--- config.mk ---
export PLATFORM = sky130hd
export DESIGN_NAME = fir_tap_sched
export DESIGN_NICKNAME = d
export VERILOG_FILES = /design/src/rtl/fir_pkg.sv /design/src/rtl/fir_mod_addr.sv /design/src/rtl/fir_tap_sched.sv
export SDC_FILE = /design/constraint.sdc
export NUM_CORES = 1
export LEC_CHECK = 0
export ABC_AREA = 1
export ABC_CLOCK_PERIOD_IN_PS = 1800
export CORE_MARGIN = 4
export CORE_UTILIZATION = 42
export DETAILED_ROUTE_END_ITERATION = 12
export GPL_TIMING_DRIVEN = 0
export PLACE_DENSITY = 0.75
export SLEW_MARGIN = 40
export SYNTH_ARGS = -nofsm -noshare
export SYNTH_HDL_FRONTEND = slang
export SYNTH_SLANG_ARGS = --single-unit
--- constraint.sdc ---
create_clock -name iclk -period 1.8 [get_ports iclk]
set_input_delay 0.36 -clock iclk [delete_from_list [all_inputs] [get_ports iclk]]
set_output_delay 0.36 -clock iclk [all_outputs]
set_load 0.01 [all_outputs]
--- src/rtl/fir_pkg.sv ---
// Shared types and helpers for the time-multiplexed FIR tap sequencer.
package fir_pkg;

  localparam int unsigned NTAPS_DEF = 8;

  typedef enum logic [2:0] {
    S_IDLE  = 3'd0,
    S_WRITE = 3'd1,
    S_ISSUE = 3'd2,
    S_WAIT  = 3'd3,
    S_DONE  = 3'd4
  } state_e;

  // Ceiling log2, clamped to at least 1 so a 2-tap filter still gets an address bit.
  function automatic int unsigned clog2(input int unsigned n);
    int unsigned r;
    r = 1;
    for (int i = 1; i < 32; i++) begin
      if ((32'd1 << i) < n) r = i + 1;
    end
    return r;
  endfunction

endpackage

--- src/rtl/fir_mod_addr.sv ---
// Combinational (base - off) mod NTAPS for operands already in 0..NTAPS-1.
module fir_mod_addr #(
  parameter int unsigned NTAPS = 8,
  parameter int unsigned AW    = 3
) (
  input  logic [AW-1:0] base,
  input  logic [AW-1:0] off,
  output logic [AW-1:0] res
);

  localparam int unsigned W1 = AW + 1;

  // Wrap by adding NTAPS back rather than truncating, so non-power-of-2 depths work.
  always_comb begin
    res = '0;
    if (base >= off) begin
      res = base - off;
    end else begin
      res = AW'(({1'b0, base} + W1'(NTAPS)) - {1'b0, off});
    end
  end

endmodule

--- src/rtl/fir_tap_sched.sv ---
// Sequencer that writes each sample into a circular delay line and walks all taps
// through one shared multicycle multiplier.
module fir_tap_sched
  import fir_pkg::*;
#(
  parameter int unsigned NTAPS = NTAPS_DEF,
  parameter int unsigned AW    = clog2(NTAPS)
) (
  input  logic          iclk,
  input  logic          irst,
  input  logic          isample_vld,
  output logic          osample_rdy,
  output logic          owr_en,
  output logic [AW-1:0] owr_addr,
  output logic [AW-1:0] ord_addr,
  output logic [AW-1:0] ocoef_addr,
  output logic          omul_start,
  input  logic          imul_done,
  output logic          oacc_clr,
  output logic          oacc_en,
  output logic          oout_vld,
  input  logic          iout_rdy
);

  localparam logic [AW-1:0] K_LAST = AW'(NTAPS - 1);

  state_e        state_q, state_d;
  logic [AW-1:0] k_q, k_d;
  logic [AW-1:0] wptr_q, wptr_d;
  logic [AW-1:0] rd_addr_c;
  logic [AW-1:0] wptr_inc_c;

  fir_mod_addr #(.NTAPS(NTAPS), .AW(AW)) u_rd_addr (
    .base (wptr_q),
    .off  (k_q),
    .res  (rd_addr_c)
  );

  // Subtracting NTAPS-1 modulo NTAPS is the same as a wrapping increment.
  fir_mod_addr #(.NTAPS(NTAPS), .AW(AW)) u_wptr_inc (
    .base (wptr_q),
    .off  (K_LAST),
    .res  (wptr_inc_c)
  );

  always_ff @(posedge iclk) begin
    if (irst) begin
      state_q <= S_IDLE;
      k_q     <= '0;
      wptr_q  <= '0;
    end else begin
      state_q <= state_d;
      k_q     <= k_d;
      wptr_q  <= wptr_d;
    end
  end

  always_comb begin
    state_d = state_q;
    k_d     = k_q;
    wptr_d  = wptr_q;
    unique case (state_q)
      S_IDLE: begin
        if (isample_vld) state_d = S_WRITE;
      end
      S_WRITE: begin
        k_d     = '0;
        state_d = S_ISSUE;
      end
      S_ISSUE: begin
        state_d = S_WAIT;
      end
      S_WAIT: begin
        if (imul_done) begin
          if (k_q == K_LAST) begin
            state_d = S_DONE;
          end else begin
            k_d     = k_q + AW'(1);
            state_d = S_ISSUE;
          end
        end
      end
      S_DONE: begin
        if (iout_rdy) begin
          wptr_d  = wptr_inc_c;
          state_d = S_IDLE;
        end
      end
      default: state_d = S_IDLE;
    endcase
  end

  // Strobes decode the registered state; only oacc_en also qualifies on imul_done.
  always_comb begin
    osample_rdy = (state_q == S_IDLE);
    owr_en      = (state_q == S_WRITE);
    oacc_clr    = (state_q == S_WRITE);
    omul_start  = (state_q == S_ISSUE);
    oacc_en     = (state_q == S_WAIT) && imul_done;
    oout_vld    = (state_q == S_DONE);
    owr_addr    = wptr_q;
    ocoef_addr  = k_q;
    ord_addr    = rd_addr_c;
  end

endmodule

; After elaboration in Yosys (flattened, before gate mapping)
; Index checks and enable logic that the tools add are counted.
; Widths: inputs -> output; s select.
[totals]
out_inout_bits = 15
ff_bits = 9
[classes]
n_addsub = 6
n_mux = 10
n_reduce_logical = 6
eq_ne = 9
n_lt_le_gt_ge = 2
[ops]
columns = operator, n
row1 = $mux 3, 8
row2 = $pmux 3 s5, 1
row3 = $add 3x1->3 const B, 2
row4 = $eq 3x2->1 const B, 2
row5 = $eq 3x3->1 const B, 2
row6 = $ne 2x2->1 const B, 3
row7 = $pmux 3 s2, 1
row8 = $reduce_and 3->1, 2
row9 = $sub 3x3->3, 2
row10 = $sub 3x3->3 const B, 2
row11 = $eq 3x1->1 const B, 1
row12 = $ge 3x3->1, 1
row13 = $ge 3x3->1 const B, 1
row14 = $logic_not 3->1, 1
row15 = $ne 2x1->1 const B, 1
row16 = $reduce_and 2->1, 1
row17 = $reduce_bool 2->1, 1
row18 = $logic_and 1x1->1, 1

; Depth between registers and ports, before layout
[logic_depth]
depth_word = 4
ltp_mapped = 8
mapped_depth_nobuf = 8

; Hierarchy
; From an unflattened synthesis, not the netlist that was laid out.
[hier_totals]
cells_unflattened = 94
hier_area_um2 = 658.1
[by_module_without_submodules]
columns = mod, instances, area_each_um2, seq_area_each_um2, cells_each
row1 = fir_tap_sched, 1, 493.0, 180.2, 64
row2 = fir_mod_addr, 2, 82.6, 0.0, 15

; Worst setup path before layout
; Ideal clock, no wire load.
[synth_path]
path_type = register -> output
startpoint = register wptr_q[0] (netlist: owr_addr[0])
endpoint = output port ord_addr[2]
path_slack_ns = 0.144
required_ns = 1.440
path_stages_with_launch = 5
arrival_time_ns = 1.296
path_cell_list = dfxtp_1 > inv_1 > ha_1 > fa_1 > xnor2_1
[synth_between]
elab_chain_len = 3
[synth_rtl]
columns = element, line
row1 = from (decl), fir_tap_sched.sv:29  ; logic [AW-1:0] wptr_q, wptr_d;
row2 = from (signal assigned), fir_tap_sched.sv:54  ; wptr_q <= wptr_d;
row3 = $add 3x1->3, fir_mod_addr.sv:19  ; res = AW'(({1'b0, base} + W1'(NTAPS)) - {1'b0, off});
row4 = $sub 3x3->3, fir_mod_addr.sv:19
row5 = $mux 3 *, fir_mod_addr.sv:16  ; if (base >= off) begin
row6 = to (decl), fir_tap_sched.sv:15  ; output logic [AW-1:0] ord_addr,
; Mark *: on every way between the ends. The rest lies on a longest branch, timed or not.

; Final worst setup path
; Ends and elaborated chain as after synthesis.

==> metrics.yaml <==
worst_setup_path:
  cp-start-kind: "flip-flop"
  cp.required_ps: 1440
  reg2reg_to: "ocoef_addr[0]$_SDFFE_PP0P_"
  crit_type: "reg2out"
  critPathSlowestCell: "fa_2"
  critical_path_buf_inv_count: 2
  crit_family: "adder cells"
  crit_fanout: 2
  critPathArrivalTime_ps: 1460
  slowest_delay_ps: 350
  r2r-start: "ocoef_addr[0]$_SDFFE_PP0P_"
  r2r_cells: 8
  end_kind: "output pin"
  rrSetupSlack_ps: 390
  path_cells: "inv_2 > ha_4 > fa_2 > xnor2_2 > buf_2"
  cp-startpoint: "owr_addr[0]$_SDFFE_PP0P_"
die:
  die_area_um2: 2016
  io_pins: 20
  start_util_pct: 44.50
  row_count: 13
  coreArea_um2: 1285
  dieHeight_um: 44.90
  die_x_um: 44.90
power_and_ir_drop:
  p_int_uw: 374.1
  switching_share_pct: 32.55
  power_frac_seq_pct: 38.3
  p_per_area_nw_per_um2: 654.8
  leakagePower_uw: 0.0004103
  report.power.total_uw: 554.6
  p_comb_share_pct: 32.3
  peakVddDrop_mv: 0.4520
  p_clk_share_pct: 29.4
  power.switching_uw: 180.6
placed_design:
  dp.final_hpwl_um: 963.8
  dpl_cell_area_um2: 780.7
  port_buffers: 19
  finalWeightedCongestion: 0.7769
  dp.cells: 113
layout:
  fin_area_um2: 847.1
  fill_cells: 116
  drive_above_1_share_pct: 24.27
  antenna_cells: 0
  stdcell_count: 118
  multi_input_area_um2: 354.1
  final_common_cell: "nand2_1"
  regArea_um2: 185.2
  layout_common_cells: "13 x nand2_1, 10 x inv_1, 10 x clkdlybuf4s50_1"
  nets: 114
  area.growth.synth_to_final_pct: 48.14
logic_synthesis:
  syn-mean-instance-area_um2: 7.238
  yosys.area_share.simple_pct: 30.85
  yosysSeqAreaShare_pct: 31.51
  synth_xor_area_share_pct: 4.595
  synth-compound-area-share_pct: 8.315
  synthAdderAreaFrac_pct: 12.25
  synthCells: 79
  synthMuxAreaShare_pct: 0
  ys_types: 21
  synth_area_um2: 571.8
  ys_ff_latch: 9
  synth_top_family_by_area: "simple AND/OR/NAND/NOR gates"
  syn_nets: 89
  synth_warnings: 0
clock_tree:
  htree_levels: 1
  clock_sinks: 9
  tritoncts: "done"
  root_buffer: "clkbuf_4"
  clk_path_buf_depth: 2
  numCtsBuffers: 3
  clk_latency_ps: 260
  clk_pin_slew_ps: 70
  hold_buffers: 0
sta:
  slew_headroom_pct: 80.75
  skew_ps: 3.734
  worstMarginPinSlew_ps: 286.7
  setup_viol: 2
  hold_viol: 0
  layout_setup_ws_ps: -22.35
  whs_ps: 482.1
  rsz0062_at_grt: "true"
  fin_setup_tns_ps: -39.55
  fin_crit_sh_pct: 101.2
  maxSlewViolCount: 0
  fmax_ghz: 0.5487
  period_minus_slack_ps: 1822
grt:
  grt_max_degree: 9
  grt_pass1_vias: 525
  antenna_found_initial: 0
  track_usage_pct: 15.46
  grt-ovfl-total: 0
  grt_pass1_wl_mm: 2.304
drt:
  vias: 547
  routed_wl_mm: 1.320
  drt_pass1_iterations: 3
  remaining_drc_errors: 0
  drtIter0Drc: 6
  wl_per_cell_um: 11.19
  viasPerCell: 4.636
  ant_nets: 0
hold_path:
  hold_path_end: "owr_addr[1]$_SDFFE_PP0P_"
  min_from: "owr_addr[1]$_SDFFE_PP0P_"
  min_path_type: "reg2reg"
  hold_path_depth: 2
status:
  status: "complete, but fails checks"
  failed_checks: "negative setup slack"
flow_run:
  drv_cap: 0
sequential cells by signal, indices dropped and copies added, names as in the netlist:
register	count
owr_addr	3
ocoef_addr	3
state_q	3
cells in the mapped netlist:
cell type	number	area share (%)
xnor2_1	2	3.1
nor3_1	1	0.87
nand3_1	8	7.0
a21oi_1	6	5.3
a211oi_1	1	1.3
buf_4	3	3.9
o21ai_0	1	0.87
nand4_1	1	1.1
dfxtp_1	9	32
xor2_1	1	1.5
inv_2	1	0.66
nor3_4	1	2.8
o21ai_1	1	0.87
nor2_2	1	1.1
nor3_2	1	1.8
nor2_1	9	5.9
nand2_1	14	9.2
nand2_2	1	1.1
ha_1	4	8.8
inv_1	12	7.9
fa_1	1	3.5
stage by stage:
stage          setup WS [ps]  util (%)
2_1_floorplan          144.1         -
3_3_place_gp          -293.2     60.76
3_5_place_dp          -355.0     60.76
4_1_cts               -26.92     64.26
5_1_grt               -62.68     65.92
6_report              -22.35     65.92
routing by layer:
| metal | global-route usage, % | up-vias | part of all wire, % |
|---|---|---|---|
| li1 | - | 299 | - |
| met1 | 19.51 | 236 | 44 |
| met2 | 24.93 | 10 | 51 |
| met3 | 3.586 | 2 | 4.0 |
| met4 | 7.018 | 0 | 0.98 |
| met5 | 0 | - | 0 |
power by group through the flow:
stage / Combinational, uW / Sequential, uW / Clock [uW]
after global routing: 203 / 214 / 175
after detailed placement: 187 / 216 / 0
final: 179 / 212 / 163
after CTS: 177 / 212 / 166
after floorplan: 114 / 216 / 0
after global placement: 185 / 216 / 0
worst max path at each step:
stage                             end  slack, ps  depth (start not counted)
after floorplan           ord_addr[2]        140                          4
after global placement    ord_addr[2]       -290                          5
after detailed placement  ord_addr[2]       -350                          5
after CTS                 ord_addr[1]        -30                          5
after global routing      ord_addr[2]        -60                          5
final                     ord_addr[2]        -20                          5
cell families after synthesis:
group	Yosys count
simple gates	37
buf+inv	16
compound gates	9
flops	9
fa+ha+maj	5
xor+xnor	3
worst register-to-register path: cells and delay by family (launching register included):
kind / cells / cell delay (ps)
simple gates: 4 / 380
fa+ha+maj: 2 / 390
compound gates: 1 / 140
flops: 1 / 350
buf+inv: 1 / 50
timing repair:
action                                  4_1_cts  5_1_grt
gates resized for setup                      26        5
setup buffers                                 1        0
endpoints found under the setup margin        9        3
pin swaps                                     2        0
area by class of cell:
type	count	area share (%)
plain buffers	3	3.102
multi-input cells	54	41.80
flip-flops and latches	9	21.86
well taps	15	2.216
repair buffers	20	21.86
clock buffers	4	3.102
inverters	13	6.056
(Power assumes the default switching activity.)
